$ cat src/rtl/mem_arbiter_pkg.sv
// Shared types for the memory arbiter: bus word type and grant state encoding.
package mem_arbiter_pkg;

    typedef logic [31:0] size_t;

    typedef enum logic [1:0] {
        ARB_IDLE    = 2'd0,
        ARB_GRANT_I = 2'd1,
        ARB_GRANT_D = 2'd2
    } arb_state_t;

    // Instruction fetches are always full-word reads.
    localparam logic [3:0] BE_ALL = 4'hF;

endpackage

$ cat src/rtl/mem_arbiter_stall_watchdog.sv
// Stuck-slave watchdog: counts consecutive stalled grant cycles and raises a
// sticky bus_timeout when the count reaches TIMEOUT_CYCLES.
module mem_arbiter_stall_watchdog #(
    parameter int unsigned TIMEOUT_CYCLES = 1023,
    parameter int unsigned CNT_W          = 10
) (
    input  logic clk,
    input  logic reset_n,
    input  logic clear,
    input  logic stall_en,
    output logic bus_timeout
);

    localparam logic [CNT_W-1:0] LIMIT      = CNT_W'(TIMEOUT_CYCLES);
    localparam logic [CNT_W-1:0] LIMIT_LAST = CNT_W'(TIMEOUT_CYCLES - 1);

    logic [CNT_W-1:0] stall_cnt;

    always_ff @(posedge clk or negedge reset_n) begin
        if (!reset_n) begin
            stall_cnt   <= '0;
            bus_timeout <= 1'b0;
        end else begin
            if (clear) begin
                stall_cnt <= '0;
            end else if (stall_en && (stall_cnt != LIMIT)) begin
                stall_cnt <= stall_cnt + 1'b1;
            end
            // The flag is set on the stall cycle that brings the count to LIMIT.
            if (!clear && stall_en && (stall_cnt == LIMIT_LAST)) begin
                bus_timeout <= 1'b1;
            end
        end
    end

endmodule

$ cat src/rtl/mem_arbiter.sv
// Two-requester Avalon-MM arbiter (instruction fetch vs. data load/store).
// Build option MEM_ARB_ROUND_ROBIN_EN swaps fixed data priority for round-robin in IDLE.
module mem_arbiter
    import mem_arbiter_pkg::*;
#(
    parameter int unsigned TIMEOUT_CYCLES = 1023,
    parameter int unsigned CNT_W          = 10
) (
    input  logic       clk,
    input  logic       reset_n,
    input  logic       i_read,
    input  size_t      i_address,
    output size_t      i_readdata,
    output logic       i_waitrequest,
    input  logic       d_read,
    input  logic       d_write,
    input  logic [3:0] d_byteenable,
    input  size_t      d_address,
    input  size_t      d_writedata,
    output size_t      d_readdata,
    output logic       d_waitrequest,
    output logic       m_read,
    output logic       m_write,
    output logic [3:0] m_byteenable,
    output size_t      m_address,
    output size_t      m_writedata,
    input  size_t      m_readdata,
    input  logic       m_waitrequest,
    output logic       grant_data,
    output logic       bus_timeout,
    output arb_state_t arb_state
);

    // Handshake: a granted access completes on the cycle its request is high
    // and m_waitrequest is low; the non-owner always sees waitrequest high.
    arb_state_t state, state_nxt;
    logic       req_d, req_i, prefer_d;

    assign req_d = d_read | d_write;
    assign req_i = i_read;

`ifdef MEM_ARB_ROUND_ROBIN_EN
    logic last_grant_d;

    always_ff @(posedge clk or negedge reset_n) begin
        if (!reset_n) begin
            last_grant_d <= 1'b0;
        end else if (state == ARB_IDLE && state_nxt == ARB_GRANT_D) begin
            last_grant_d <= 1'b1;
        end else if (state == ARB_IDLE && state_nxt == ARB_GRANT_I) begin
            last_grant_d <= 1'b0;
        end
    end

    assign prefer_d = ~last_grant_d;
`else
    assign prefer_d = 1'b1;
`endif

    always_ff @(posedge clk or negedge reset_n) begin
        if (!reset_n) begin
            state <= ARB_IDLE;
        end else begin
            state <= state_nxt;
        end
    end

    always_comb begin
        state_nxt     = state;
        m_read        = 1'b0;
        m_write       = 1'b0;
        m_byteenable  = '0;
        m_address     = '0;
        m_writedata   = '0;
        i_waitrequest = 1'b1;
        d_waitrequest = 1'b1;
        case (state)
            ARB_IDLE: begin
                if (req_d && (prefer_d || !req_i)) begin
                    state_nxt = ARB_GRANT_D;
                end else if (req_i) begin
                    state_nxt = ARB_GRANT_I;
                end
            end
            ARB_GRANT_I: begin
                m_read        = i_read;
                m_byteenable  = i_read ? BE_ALL : 4'h0;
                m_address     = i_address;
                i_waitrequest = m_waitrequest;
                if (!i_read) begin
                    state_nxt = ARB_IDLE;
                end else if (!m_waitrequest) begin
                    state_nxt = req_d ? ARB_GRANT_D : ARB_IDLE;
                end
            end
            ARB_GRANT_D: begin
                // Simultaneous read and write is a requester error; the write wins.
                m_write       = d_write;
                m_read        = d_read & ~d_write;
                m_byteenable  = d_byteenable;
                m_address     = d_address;
                m_writedata   = d_writedata;
                d_waitrequest = m_waitrequest;
                if (!req_d) begin
                    state_nxt = ARB_IDLE;
                end else if (!m_waitrequest) begin
                    state_nxt = req_i ? ARB_GRANT_I : ARB_IDLE;
                end
            end
            default: state_nxt = ARB_IDLE;
        endcase
    end

    assign i_readdata = m_readdata;
    assign d_readdata = m_readdata;
    assign grant_data = (state == ARB_GRANT_D);
    assign arb_state  = state;

    mem_arbiter_stall_watchdog #(
        .TIMEOUT_CYCLES(TIMEOUT_CYCLES),
        .CNT_W         (CNT_W)
    ) u_watchdog (
        .clk        (clk),
        .reset_n    (reset_n),
        .clear      ((state != state_nxt) | ~m_waitrequest),
        .stall_en   ((state != ARB_IDLE) & m_waitrequest),
        .bus_timeout(bus_timeout)
    );

endmodule

$ cat config.mk
export PLATFORM = sky130hd
export DESIGN_NAME = mem_arbiter
export DESIGN_NICKNAME = d
export VERILOG_FILES = /design/src/rtl/mem_arbiter_pkg.sv /design/src/rtl/mem_arbiter_stall_watchdog.sv /design/src/rtl/mem_arbiter.sv
export SDC_FILE = /design/constraint.sdc
export NUM_CORES = 1
export LEC_CHECK = 0
export BUFFER_PORTS_ARGS = -buffer_cell sky130_fd_sc_hd__buf_4
export CAP_MARGIN = 15
export CORE_AREA = 2 2 108 110
export DETAILED_ROUTE_END_ITERATION = 10
export DIE_AREA = 0 0 110 112
export PLACE_DENSITY_LB_ADDON = 0.15
export SLEW_MARGIN = 20
export SYNTH_ARGS = -nofsm -noshare
export SYNTH_HDL_FRONTEND = slang
export SYNTH_SLANG_ARGS = --single-unit
$ cat constraint.sdc
create_clock -name clk -period 2.54 [get_ports clk]
set_input_delay 0.254 -clock clk [delete_from_list [all_inputs] [get_ports clk]]
set_output_delay 0.254 -clock clk [all_outputs]
set_load 0.02 [all_outputs]
==> results.md <==
- Status: completed
- Total GRT Usage: 13.1%
- Post-layout min period: 2.28 ns
- Number of hold violations in the final report: 0
- Final max-slew violation count: 0
- CTS tree: yes
- Critical path's most frequent cell: buf_4
- WP data required: 2.29 ns
- Total negative slack: 0 ns
- Die footprint: 12300 um2
- Final setup fails: 0
- Post-synthesis cell type count: 41
- Worst slew pin tran: 0.649 ns
- CP cell instances: inv_1 > ha_2 > buf_4 > a22oi_1 > nor2b_1 > buf_4
- Clock skew: 0.000680 ns
- Initial antenna violation count: 0
- DR vias/cell: 4.36
- Gate Count Post-Synth: 292
- Worst hold start: i_read
- Worst hold-check path type: in -> reg
- Most common cell after layout, fill and taps aside: buf_4
- Max-cap viol count: 0
- Combinational group share of total power: 80.3%
- Clk pwr share: 10.8%
- Achievable clock frequency: 438 MHz
- Post_cts resized: 0
- Fin nets: 547
- Final Util: 30.0%
- Internal power: 1.43 mW
- Post-Syn Area: 2240 um2
- Setup Fix Bufs, Post-CTS: 0
- Static leakage: 1.56 nW
- Clock buffer depth: 2
- Switching power: 1.36 mW
- Crit-path max cell delay: 0.46 ns
- Clk_lat worst skew: 0.24 ns
- Post-Syn Nets: 436
- Seq/Total Area, Yosys: 14.5%
- Vias in the first global route: 2460
- Yosys warns: 0
- Via Count: 2374
- Final hold slack: 0.361 ns
- Number of hold buffers added after CTS: 1
- First-pass GRT wire length: 12.8 mm
- DR pass1 iterations: 4
- Setup crit start: arb_state[0]
- # rows: 39
- Relative slew slack: 56.6%
- Crit path buf inv count: 3
- Period utilization: 89.8%
- Starting Density: 20.1%
- Chip height: 112 um
- Die W: 110 um
- WL final: 8.15 mm
- Layout area overhead: 49.6%
- Sw frac: 48.8%
- Reg-to-reg startpoint: arb_state[0]
- Root Buffer: clkbuf_16
- Power density over cell area: 833 nW/um2
- IR drop worst, VDD: 0.000403 V
- RSZ-0062 raised after global routing: false
- Crit. End Element: output pin
- Initial DRC count: 90
- Port bufs: 181
- Grt ovf: 0
- Cell family with most CP delay: buffers and inverters
- Remaining DRCs: 0
- Share of layout cells above drive strength 1: 51.0%
- CP max-delay cell: dfrtp_1
- Register share of total power: 8.9%
- Syn Area/Cell: 7.69 um2
- Clock slew at reported path FFs: 0.05 ns
- Largest net degree at the start of global routing: 53
- Core box area: 11200 um2
- Post-route ant nets: 0
- Num Clock Sinks: 13
- CP startpoint kind: register
- Ys flop type: dfrtp_1
- Seq cells post-synth: 13
- Post-DP HPWL: 6.77 mm
- DR WL/cell: 15.0 um
- CTS buffer count: 3
- Number of enable flip-flop cells after synthesis: 0
- Worst-path fanout max: 52
- Top Ports: 278
- Most frequent cells in the layout: buf_4 (188), and2_1 (34), nor2b_1 (33), a22oi_1 (32), nand2_1 (14)
- Ys async rst share: 100%
- Ant. Diodes: 0
- GP Congestion: 0.764
- Worst Path Class, Setup: reg -> out
- CTS H-Tree Depth: 1
- Data arrival, critical path: 2.03 ns
==> flip-flops by register name, indices dropped and copies added (netlist names) <==
register	cells
u_watchdog.stall_cnt	10
u_watchdog.bus_timeout	1
arb_state	2
==> routing by layer <==
layer	vias up	GRT usage (%)	part of all wire, %
met1	1082	14.9	36
li1	1157	-	-
met3	4	4.22	8.8
met2	131	23.8	54
met4	0	1.86	0.44
met5	-	0	0
==> Yosys cell counts (2+ instances only) <==
library cell,n,area (um2)
buf_4,66,495
and2_1,34,213
nor2b_1,33,206
a22oi_1,32,240
nand2_1,14,52.6
clkbuf_1,13,48.8
dfrtp_1,13,325
nor3_1,11,55.1
a21boi_0,6,45.0
ha_1,6,75.1
inv_1,6,22.5
nand2b_1,5,31.3
o21ai_0,5,25.0
nand4_1,4,25.0
nor2_1,4,15.0
a211oi_2,3,37.5
mux2i_1,3,30.0
xor2_1,3,26.3
a2111oi_2,2,30.0
a21oi_1,2,10.0
buf_2,2,10.0
nand3_1,2,10.0
nand3_2,2,20.0
o211ai_1,2,15.0
o311ai_0,2,17.5
xnor2_1,2,17.5
==> power by group through the flow <==
stage | Combinational [mW] | Sequential, mW | Clock (mW)
2_1_floorplan | 1.49 | 0.269 | 0
3_3_place_gp | 2.28 | 0.250 | 0
3_5_place_dp | 2.28 | 0.251 | 0
4_1_cts | 2.29 | 0.249 | 0.312
5_1_grt | 2.43 | 0.253 | 0.324
6_report | 2.25 | 0.249 | 0.301
==> through the flow <==
step	std cells	total power, mW	area, um2	worst slack [ns]
2_1_floorplan	292	1.76	2240	0.360
3_3_place_gp	540	2.53	3270	0.458
3_5_place_dp	540	2.53	3270	0.379
4_1_cts	545	2.85	3360	0.189
5_1_grt	545	3.01	3360	0.0349
6_report	545	2.80	3360	0.259
==> worst reg2reg max path, delay by kind of cell, from the launching register on <==
| family | cells | cell delay, ns |
|---|---|---|
| adders and majority gates | 1 | 0.24 |
| buffers and inverters | 2 | 0.39 |
| AOI/OAI and AO/OA | 2 | 0.47 |
| and+or+nand+nor | 2 | 0.49 |
| DFF | 1 | 0.46 |
==> worst paths after layout <==
path                                           end  slack [ns]  cells past startpoint
setup / recovery                     m_address[13]        0.26                      6
hold / removal                        arb_state[0]        0.36                      3
setup reg to reg            u_watchdog.bus_timeout        0.40                      7
hold reg to reg             u_watchdog.bus_timeout        0.49                      2
max in group asynchronous   u_watchdog.bus_timeout        1.98                      2
min in group asynchronous  u_watchdog.stall_cnt[6]        0.40                      2
==> final cells by class <==
| cell class | instances | area (um2) |
|---|---|---|
| fillers | 1208 | 7820 |
| repair buffers | 189 | 1420 |
| multi-input cells | 190 | 1330 |
| inverters | 6 | 22.5 |
| clock buffers | 4 | 78.8 |
| well taps | 143 | 179 |
| flip-flops and latches | 13 | 325 |
==> logic make-up after synthesis <==
family                     count (synthesis)  share of synthesized area [%]
AOI/OAI and AO/OA                         58                           21.0
xor gates and xnor gates                   5                           1.95
adders and majority gates                  6                           3.34
buffers and inverters                     89                           26.4
DFF                                       13                           14.5
muxes                                      3                           1.34
and+or+nand+nor                          118                           31.5
(Power assumes the default switching activity.)
